<file path="src/rtl/dec_queue.sv">
// -----------------------------------------------------------------------------
// dec_queue
//
// Decoupling queue between the decode unit and issue. Buffers up to DEPTH
// packed decoded-instruction bundles so fetch/decode can keep running while
// issue stalls. All status outputs (in_ready, out_valid, almost_full) are
// decoded from the registered occupancy count, so there is no combinational
// path from out_ready back to in_ready.
//
// Parameters
//   DW     width of one packed bundle
//   DEPTH  number of entries (power of two, >= 2)
//   AFULL  almost_full threshold, 1 <= AFULL <= DEPTH
//   CW     width of count (derived)
//
// Ports
//   clk          in   1      rising-edge clock
//   rst_n        in   1      asynchronous active-low reset
//   pipe_flush   in   1      discard all entries and any same-cycle push/pop
//   in_data      in   DW     bundle from decode
//   in_valid     in   1      in_data valid
//   in_ready     out  1      queue can accept (count < DEPTH)
//   out_data     out  DW     head-of-queue bundle
//   out_valid    out  1      head entry valid (count != 0)
//   out_ready    in   1      issue accepts the head this cycle
//   count        out  CW     entries currently held, 0..DEPTH
//   almost_full  out  1      count >= AFULL
// -----------------------------------------------------------------------------
module dec_queue #(
    parameter int DW    = 200,
    parameter int DEPTH = 4,
    parameter int AFULL = 3,
    localparam int CW   = $clog2(DEPTH + 1)
) (
    input  logic          clk,
    input  logic          rst_n,
    input  logic          pipe_flush,
    input  logic [DW-1:0] in_data,
    input  logic          in_valid,
    output logic          in_ready,
    output logic [DW-1:0] out_data,
    output logic          out_valid,
    input  logic          out_ready,
    output logic [CW-1:0] count,
    output logic          almost_full
);

    // DEPTH is a power of two, so pointers wrap naturally at AW bits.
    localparam int AW = $clog2(DEPTH);

    logic [DW-1:0] mem [DEPTH];
    logic [AW-1:0] wr_ptr;
    logic [AW-1:0] rd_ptr;
    logic [CW-1:0] count_q;

    logic push;
    logic pop;
    logic do_push;
    logic do_pop;

    // Status is a pure decode of the registered count.
    assign in_ready    = (count_q != CW'(DEPTH));
    assign out_valid   = (count_q != '0);
    assign almost_full = (count_q >= CW'(AFULL));
    assign count       = count_q;

    // Head is read straight out of the register array; no bypass from in_data.
    assign out_data = mem[rd_ptr];

    assign push = in_valid & in_ready;
    assign pop  = out_valid & out_ready;

    // A flush swallows any handshake that happens in the same cycle.
    assign do_push = push & ~pipe_flush;
    assign do_pop  = pop & ~pipe_flush;

    always_ff @(posedge clk or negedge rst_n) begin
        if (!rst_n) begin
            for (int i = 0; i < DEPTH; i++) begin
                mem[i] <= '0;
            end
        end else if (do_push) begin
            mem[wr_ptr] <= in_data;
        end
    end

    always_ff @(posedge clk or negedge rst_n) begin
        if (!rst_n) begin
            wr_ptr <= '0;
        end else if (pipe_flush) begin
            wr_ptr <= '0;
        end else if (do_push) begin
            wr_ptr <= wr_ptr + AW'(1);
        end
    end

    // Popped entries are left in place; only the read pointer moves.
    always_ff @(posedge clk or negedge rst_n) begin
        if (!rst_n) begin
            rd_ptr <= '0;
        end else if (pipe_flush) begin
            rd_ptr <= '0;
        end else if (do_pop) begin
            rd_ptr <= rd_ptr + AW'(1);
        end
    end

    always_ff @(posedge clk or negedge rst_n) begin
        if (!rst_n) begin
            count_q <= '0;
        end else if (pipe_flush) begin
            count_q <= '0;
        end else begin
            case ({do_push, do_pop})
                2'b10:   count_q <= count_q + CW'(1);
                2'b01:   count_q <= count_q - CW'(1);
                default: count_q <= count_q;
            endcase
        end
    end

endmodule

</file>
<file path="config.mk">
export PLATFORM = sky130hd
export DESIGN_NAME = dec_queue
export DESIGN_NICKNAME = d
export VERILOG_FILES = /design/src/rtl/dec_queue.sv
export SDC_FILE = /design/constraint.sdc
export NUM_CORES = 1
export LEC_CHECK = 0
export CAP_MARGIN = 30
export CORE_MARGIN = 2
export CORE_UTILIZATION = 23
export CTS_BUF_LIST = sky130_fd_sc_hd__clkbuf_16
export CTS_CLUSTER_SIZE = 14
export DETAILED_ROUTE_END_ITERATION = 12
export GPL_ROUTABILITY_DRIVEN = 0
export PLACE_DENSITY = 0.41
export SYNTH_ARGS = -nofsm -noshare
export SYNTH_HDL_FRONTEND = slang
export SYNTH_SLANG_ARGS = --single-unit
</file>
<file path="constraint.sdc">
create_clock -name clk -period 2.3 [get_ports clk]
set_input_delay 0.46 -clock clk [delete_from_list [all_inputs] [get_ports clk]]
set_output_delay 0.46 -clock clk [all_outputs]
set_load 0.005 [all_outputs]
</file>
# After elaboration in Yosys (flattened, before gate mapping)
# Cells that the tools add are included.
[classes] shifts=0 n_mux=12 div_mod_pow=0 n_addsub=4 n_reduce_logical=5 magnitude_cmp=4 bitwise_logic=7 n_eq_ne=3 n_mul=0
[ops] op="$bwmux W800" n=1
[ops] op="$mux W200" n=3
[ops] op="$bmux W200 S2" n=1
[ops] op="$demux W200 S2" n=1
[ops] op="$mux W2" n=4
[ops] op="$ge A3 B3 Y1 const B" n=2
[ops] op="$not A2 Y3" n=2
[ops] op="$pmux W3 S2" n=1
[ops] op="$reduce_bool A3 Y1" n=2
[ops] op="$add A2 B1 Y2 const B" n=2
[ops] op="$and A1 B1 Y1" n=4
[ops] op="$reduce_bool A2 Y1" n=2
[ops] op="$add A3 B1 Y3 const B" n=1
[ops] op="$ge A3 B2 Y1 const B" n=1
[ops] op="$lt A3 B1 Y1 const B" n=1
[ops] op="$mux W3" n=1
[ops] op="$ne A3 B3 Y1 const B" n=1
[ops] op="$sub A3 B1 Y3 const B" n=1
[ops] op="$eq A2 B1 Y1 const B" n=1
[ops] op="$eq A2 B2 Y1 const B" n=1
[ops] op="$logic_and A1 B1 Y1" n=1
[ops] op="$not A1 Y1" n=1
[totals] regBits=807 latch_bits=0 mem_bits_rw=0 mem_bits_ro=0 in_bits=205 word_cells=42 mem_count=0 out_inout_bits=206

# Depth between registers and ports, before layout
# Gate-level depths: netlist (run 1).
[depth] ltp_word=6 mapped_depth=8 depth_no_buf=7

# Least setup slack after synthesis (run 1)
# No wires, ideal clock.
[synth_timing] path_type="flip-flop to flip-flop" startpoint="register count_q[1] (netlist: count[1])" endpoint="register count_q[2] (netlist: count[2])" period_less_slack_ps=2444 arrival_time_ps=2362 setup_time_ps=82 stages_incl_launch_ff=8 setup_slack_ps=-144 path_buffers=0 path_cell_list="dfrtp_1 or3_2 nand2_1 nor3_1 fa_1 nand2b_1 or4_2 a31oi_1"
[synth_between] elab_chain_cells=6 elab_cells_between_ends=13 classes_between="2 x add/sub; 3 x eq/ne; 2 x mux; 4 x bitwise; 2 x reduce/logical"
[synth_rtl] element="from (decl)" line="54" text="logic [CW-1:0] count_q;"
[synth_rtl] element="from (signal assigned)" line="115" text="2'b10: count_q <= count_q + CW'(1);"
[synth_rtl] element="from (signal assigned)" line="116" text="2'b01: count_q <= count_q - CW'(1);"
[synth_rtl] element="from (signal assigned)" line="117" text="default: count_q <= count_q;"
[synth_rtl] element="$reduce_bool A3 Y1 *" line="63" text="assign out_valid = (count_q != '0);"
[synth_rtl] element="net out_valid" line="42" text="output logic out_valid,"
[synth_rtl] element="$and A1 B1 Y1 *" line="71" text="assign pop = out_valid & out_ready;"
[synth_rtl] element="$and A1 B1 Y1 *" line="75" text="assign do_pop = pop & ~pipe_flush;"
[synth_rtl] element="$eq A2 B1 Y1 / $eq A2 B2 Y1 (equally long branches)" line="114" text="case ({do_push, do_pop})"
[synth_rtl] element="$pmux W3 S2" line="114"
[synth_rtl] element="$mux W3" line="111" text="end else if (pipe_flush) begin"
# Mark *: on every way through the listed nets, which the timed path passes. The rest lies on a longest branch.
# A chain may end at the register's enable or synchronous reset.

# Worst setup path in the final report (run 1)
[layout_timing] startpoint="register rd_ptr[0]" endpoint="output port out_data[96]"
[layout_between] elab_chain_cells=4
[layout_rtl] element="from (decl)" line="53" text="logic [AW-1:0] rd_ptr;"
[layout_rtl] element="from (signal assigned)" line="104" text="rd_ptr <= rd_ptr + AW'(1);"
[layout_rtl] element="$not A2 Y3 (implied by the code)" line="68" text="assign out_data = mem[rd_ptr];"
[layout_rtl] element="$bmux W200 S2" line="68"
[layout_rtl] element="$mux W200 (implied by the code) (2 in a row)" line="68"
[layout_rtl] element="to (decl)" line="41" text="output logic [DW-1:0] out_data,"
# Every way passes these cells. The select of a mux whose other input is x is not followed.

==> results of run 1 <==
## cell usage after synthesis, drive strengths merged
cell      n
dfrtp   807
mux2    800
mux4    200
buf     119
clkbuf   18
nand2     9
nor2      6
ha        4
nand3     4
a21oi     2
inv       2
nand2b    2
nor3      2
o21ai     2
or3       2
or3b      2
xnor2     2
xor2      2
a211oi    1
a21o      1
a31oi     1
a41oi     1
and2b     1
and3b     1
fa        1
nor2b     1
o21bai    1
o221ai    1
or4       1
## kinds of logic after synthesis
logic type               synth area share [%]
AO/OA/AOI/OAI                          0.1730
flip-flops                              51.69
multiplexers                            42.28
adder cells (fa/ha/maj)                0.1794
AND/OR/NAND/NOR                        0.5093
XOR/XNOR                              0.08969
buffers and inverters                   5.080
## per-layer routing
layer / track usage (%) / vias up / routed length [µm]
li1: - / 8932 / -
met1: 16.18 / 11250 / 49540
met2: 22.39 / 408 / 58950
met3: 3.101 / 159 / 5332
met4: 3.741 / 16 / 2526
met5: 0 / - / 102
## cells in the final DEF (no fill, tap or decap), types with 5 or more instances in the layout
cell type        Yosys  routed
clkbuf_16            0     119
buf_4                0     133
inv_6                0       7
buf_12              88      88
clkinv_1             0      22
buf_16               0      31
nor2_1               6       6
mux4_2             200     200
dlygate4sd2_1        0       8
buf_8                0      22
diode_2              0       5
clkdlybuf4s50_1      0     203
clkinv_2             0      19
dfrtp_1            807     803
buf_2               19      99
inv_1                2      26
mux2_4             800     800
buf_6                1     157
bufinv_16            0       9
## registers in the layout, indices dropped and copies added (netlist names)
name / count
count: 3
mem: 800
wr_ptr: 2
rd_ptr: 2
## area by class of cell
class,count,share of cell area (%)
Tap cell,2218,5.349
Antenna cell,5,0.02412
Clock inverter,83,1.184
Timing Repair Buffer,761,16.91
Multi-Input combinational cell,1050,32.70
Inverter,2,0.01447
Clock buffer,101,4.872
Sequential cell,807,38.95
## final timing paths
check | start | end | slack (ns)
max | rd_ptr[0]$_DFFE_PN0P_ | out_data[96] | -0.66
max reg2reg | count[1]$_DFFE_PN0P_ | mem[319]$_DFFE_PN0P_ | -0.03
min in group clk | in_data[25] | mem[425]$_DFFE_PN0P_ | 0.44
max in group asynchronous | rst_n | mem[677]$_DFFE_PN0P_ | 0.93
min reg2reg | mem[270]$_DFFE_PN0P_ | mem[270]$_DFFE_PN0P_ | 0.50
min | rst_n | mem[28]$_DFFE_PN0P_ | 0.33
## critical path, stage by stage (launching register included)
cell and delay, ns:
dfrtp_4 0.52, buf_12 0.16, buf_12 0.14, buf_12 0.13, buf_12 0.12, buf_6 0.11
mux4_2 0.43, buf_8 0.16
## through the flow
step	total power [µW]	area (µm²)	std cells	setup slack, ns	utilization [%]
2_1_floorplan	31630	39080	1996	0.009164	-
3_3_place_gp	37810	46520	4693	-0.4745	27.51
3_5_place_dp	38500	46520	4693	-0.3656	27.51
4_1_cts	54760	50660	4970	-0.7860	29.96
5_1_grt	57270	51870	5024	-0.7671	30.68
6_report	54290	51880	5027	-0.6605	30.68
## report_power, final
group | internal (µW) | switching, µW
clock network | 8930 | 6510
logic | 11900 | 5160
registers | 19000 | 2780
total | 39800 | 14500
## what timing repair did
action / 4_1_cts / 5_1_grt
cloned: 11 / 19
resized for setup: 988 / 140
endpoints found under the setup margin: 273 / 485
endpoints found under the hold margin: 23 / 0
hold buffers: 1 / 0
pin swaps: 5 / 7
buffers inserted: 82 / 49
==> reports/metrics.yaml, run 1 <==
synth_area_um2: 39070
synth-seq-cells: 807
portBuffers: 410
final.min_clock_period_ns: 2.960
cp.arrival_ns: 2.50
powerDensity_nw_per_um2: 1047
holdWs_ns: 0.3276
yosys-top-cells-area: "dfrtp_1 52%, mux2_4 31%, mux4_2 12%"
syn_inst: 1996
ant_nets: 0
chipHeight_um: 416.1
antenna_found_initial: 14
fillCellCount: 16430
crit_type: "flop to output pin"
routed_via_density: 4.131
yosys.area.top_type: "dfrtp_1"
clock_sinks: 807
p_leak_uw: 0.02494
initial_core_util_pct: 23.10
syn_area_per_cell_um2: 19.57
status: "finished, violations left"
yosys_warnings: 0
violations: "negative setup slack"
drcViolationCount: 0
clock-skew-final_ns: 0.01325
cts_tree: "built"
ys_seq_area_share_pct: 51.69
rsz0062_at_grt: "true"
finalHoldViolCount: 0
worst_slack_ns: -0.6605
grt_max_degree: 73
dr.pass1.iters: 6
core_um2: 169100
die_w_um: 416.1
ys_types: 35
dieArea_um2: 173200
grt_pass1_vias: 24540
yosysTopAreaCellShare_pct: 51.69
cts-buffers-inserted: 101
num_vias: 20770
finalCritPeriodShare_pct: 128.7
totalWireLength_mm: 116.4
grt_pass1_wl_mm: 170.6
cts_root_buf: "clkbuf_16"
hold_path.class: "primary input to async pin"
final_nets: 2933
wl_per_cell_um: 23.16
cts-htree-levels: 3
area_growth_pct: 32.79
setup_viol_count_final: 210
grt_use_total_pct: 13.02
rows: 151
critPathRequiredTime_ns: 1.84
clk_latency_ns: 0.73
ios: 411
seq_area_um2: 20200
maxCapViolCount: 0
fmax_mhz: 337.8
worst_pin_slew_ns: 0.7059
drive_gt1_share_pct: 60.84
syn_nets: 2206
cp-end-kind: "output pin"
cts_buffer_depth: 3
drt_iter0_markers: 769
slew_headroom_pct: 52.94
finalSetupTns_ns: -101.31
multiInputGateArea_um2: 16960
cp_max_fo: 4
maxSlewViolCount: 0
r2r_cells: 8
clkSlewWorstSetupHoldPaths_ns: 0.06
post-dp-hpwl_mm: 73.21
startpoint_type: "flop"
peakVddDrop_mv: 0.5324
grt-ovfl-total: 0
Power figures use the tool's default switching activity.
==> run 2, diff against run 1 <==
--- a/config.mk
+++ b/config.mk
@@ -5,7 +5,9 @@
 export SDC_FILE = /design/constraint.sdc
 export NUM_CORES = 1
 export LEC_CHECK = 0
-export CAP_MARGIN = 30
+export ABC_AREA = 1
+export ABC_CLOCK_PERIOD_IN_PS = 2300
+export CAP_MARGIN = 20
 export CORE_MARGIN = 2
 export CORE_UTILIZATION = 23
 export CTS_BUF_LIST = sky130_fd_sc_hd__clkbuf_16
==> run 2 against run 1 <==
  * The run still ends with negative setup slack left
  * Synthesized cell count is 99% higher
  * Area after synthesis fell by 11%
  * Final area fell by 2.3%
  * Non-clock buffer count up 116
  * Hold slack worse by 0.10 ns
  * Worst setup slack got worse by 0.010 ns
  * Routed wire length grew 9.4%
  * Clock skew is 0.019 ns higher
  * Die area decreased by 11%
  * Register-to-register slack better by 0.37 ns
  * Clock power decreased by 3%
  * Core utilization rose by 3.1 points
  * Largest power group is now combinational logic
==> reports/metrics.yaml, run 2 <==
status: "finished, violations left"
violations: "negative setup slack"
yosys_warnings: 0
area_growth_pct: 45.71
syn_inst: 3972
cp-startpoint: "rd_ptr[0]$_DFFE_PN0P_"
synth_edf_count: 0
critPathRequiredTime_ns: 1.84
post-dp-hpwl_mm: 75.53
powerDensity_nw_per_um2: 1280
die_w_um: 393.0
cp-end-kind: "output pin"
swShare_pct: 35.56
power.internal_uw: 41830
synth_area_um2: 34800
worst_slack_ns: -0.6708
synth_most_common_cell: "nand2_1"
cp_max_fo: 7
combPwrFrac_pct: 40.2
worst_pin_slew_ns: 0.7051
largest_register: "mem"
crit_top_cell: "buf_12"
yosys.area.top_type: "dfrtp_1"
p_leak_uw: 0.02426
fin_util_pct: 33.81
path_depth: 11
cp-endpoint: "out_data[164]"
clock-skew-final_ns: 0.03225
grt_use_total_pct: 14.87
initial_core_util_pct: 23.21
fmax_mhz: 336.6
r2r-start: "count[1]$_DFFE_PN0P_"
startpoint_type: "flop"
regToRegSetupSlack_ns: 0.34
finalSetupTns_ns: -99.48
cts_root_buf: "clkbuf_16"
hold_path.class: "primary input to async pin"
cts-buffers-inserted: 99
chipHeight_um: 393.0
ios: 411
synth-seq-cells: 807
portBuffers: 410
maxCapViolCount: 0
clock_power_share_pct: 23.2
mostFrequentLayoutCells: "824 x nand2_1, 805 x dfrtp_1, 562 x o21ai_0"
cp.arrival_ns: 2.51
totalWireLength_mm: 127.4
async_flop_share_pct: 100.0
cts_buffer_depth: 3
drive_gt1_share_pct: 21.03
setup_viol_count_final: 203
path_cells: "clkinv_8 -> buf_12 -> buf_16 -> buf_12 -> buf_12 -> buf_8 -> buf_6 -> buf_6 -> o21ai_2 -> o22ai_2 -> buf_2"
ys_top_cells_by_count: "824 x nand2_1, 807 x dfrtp_1, 781 x o21ai_0, 423 x o21ai_1, 401 x nor2_1"
routed_via_density: 4.463
finalCritPeriodShare_pct: 129.2
dieArea_um2: 154400
final_nets: 4853
power_frac_seq_pct: 36.6
wl_per_cell_um: 18.90
ys_seq_area_share_pct: 58.03
syn_nets: 4182
r2r_cells: 13
ant_nets: 0
yosysTopAreaCellShare_pct: 58.03
cp_num_buf_inv: 9
num_vias: 30100
rows: 142
dr.pass1.iters: 7
crit_type: "flop to output pin"
finalHoldViolCount: 0
grt-ovfl-total: 0
syn_area_per_cell_um2: 8.761
antenna_found_initial: 9
crit_slowest_cell: "dfrtp_4"
rsz0062_at_grt: "true"
yosys-top-cells-area: "dfrtp_1 58%, o21ai_0 11%, nand2_1 8.9%"
crit_family: "buffers and inverters"
clock_sinks: 807
clk_latency_ns: 0.70
cts_tree: "built"
grt_max_degree: 114
final_common_cell: "nand2_1"
r2r-end: "count[2]$_DFFE_PN0P_"
cpPeakStageDelay_ns: 0.49
slew_headroom_pct: 52.99
p_sw_uw: 23090
peakVddDrop_mv: 0.6169
maxSlewViolCount: 0
drt_iter0_markers: 1792
drcViolationCount: 0
cts-htree-levels: 3
grt_pass1_wl_mm: 179.7
core_um2: 150000
final.min_clock_period_ns: 2.971
clkSlewWorstSetupHoldPaths_ns: 0.06
largest_reg_flops: 800
ys.flop_type: "dfrtp_1"
ys_types: 23
grt_pass1_vias: 29150
run 2: changes by cell type after synthesis, moves of 123 or more:
cell	before	now
buf_2	19	142
mux4_2	200	0
o21ai_1	0	423
nand2_1	5	824
o21ai_0	2	781
nor2_1	6	401
mux2_4	800	0
o22ai_1	0	200
inv_1	2	209
run 2: final cells by class:
class                           instances  area, µm²
Antenna cell                            1      2.502
Clock buffer                           99       2477
Clock inverter                         85      624.3
Fill cell                           15680      99250
Inverter                              210      832.0
Multi-Input combinational cell       2647      13580
Sequential cell                       807      20200
Tap cell                             2016       2522
Timing Repair Buffer                  877      10450
Timing Repair inverter                  1      16.27
run 2: layer usage:
layer	track usage [%]	routed length [µm]
met5	0	11
met4	3.393	2549
met3	2.741	6309
met2	22.26	56350
met1	22.05	62190
run 2: logic make-up after synthesis:
family | synth area share [%]
AO/OA/AOI/OAI | 20.98
adder cells (fa/ha/maj) | 0.2014
AND/OR/NAND/NOR | 13.44
flip-flops | 58.03
XOR/XNOR | 0.02517
buffers and inverters | 7.321
run 2: timing repair:
item,4_1_cts,5_1_grt
hold buffers,1,0
hold endpoints to repair,71,0
pin swaps,14,137
buffers inserted,8,161
setup endpoints to repair,203,205
resized for setup,215,969
gates cloned,7,56
run 2: power groups by stage:
| stage | clock network, µW | logic [µW] | registers (µW) |
|---|---|---|---|
| 2_1_floorplan | 0 | 10500 | 22500 |
| 3_3_place_gp | 0 | 22200 | 23400 |
| 3_5_place_dp | 0 | 22300 | 23400 |
| 4_1_cts | 15700 | 22600 | 23300 |
| 5_1_grt | 16200 | 29000 | 24500 |
| 6_report | 15000 | 26100 | 23800 |
run 2: worst min path at each step:
stage | startpoint | to | slack (ns) | depth (start not counted)
after global routing | rst_n | mem[630]$_DFFE_PN0P_ | 0.20 | 2
final | rst_n | mem[630]$_DFFE_PN0P_ | 0.23 | 2
after floorplan | rst_n | count[0]$_DFFE_PN0P_ | 0.16 | 0
after detailed placement | rst_n | mem[630]$_DFFE_PN0P_ | 0.36 | 1
after CTS | rst_n | mem[230]$_DFFE_PN0P_ | 0.16 | 2
after global placement | rst_n | mem[631]$_DFFE_PN0P_ | 0.36 | 1
run 2: through the flow:
step	power, µW	hold WS [ns]	std cells	instance area [µm²]	worst slack [ns]
floorplan	33030	0.1644	3972	34800	0.4687
global placement	45560	0.3607	6358	42960	-0.1863
detailed placement	45660	0.3604	6358	42960	-0.1785
CTS	61500	0.1649	6556	46480	-0.9259
global route	69650	0.1956	6742	50700	-0.7884
finish	64920	0.2277	6743	50700	-0.6708
run 2: worst reg2reg max path, delay by kind of cell (launching register included):
family | cells | cell delay [ns]
buffers and inverters | 2 | 0.10
XOR/XNOR | 1 | 0.20
adder cells (fa/ha/maj) | 1 | 0.37
flip-flops | 1 | 0.39
AND/OR/NAND/NOR | 9 | 0.80
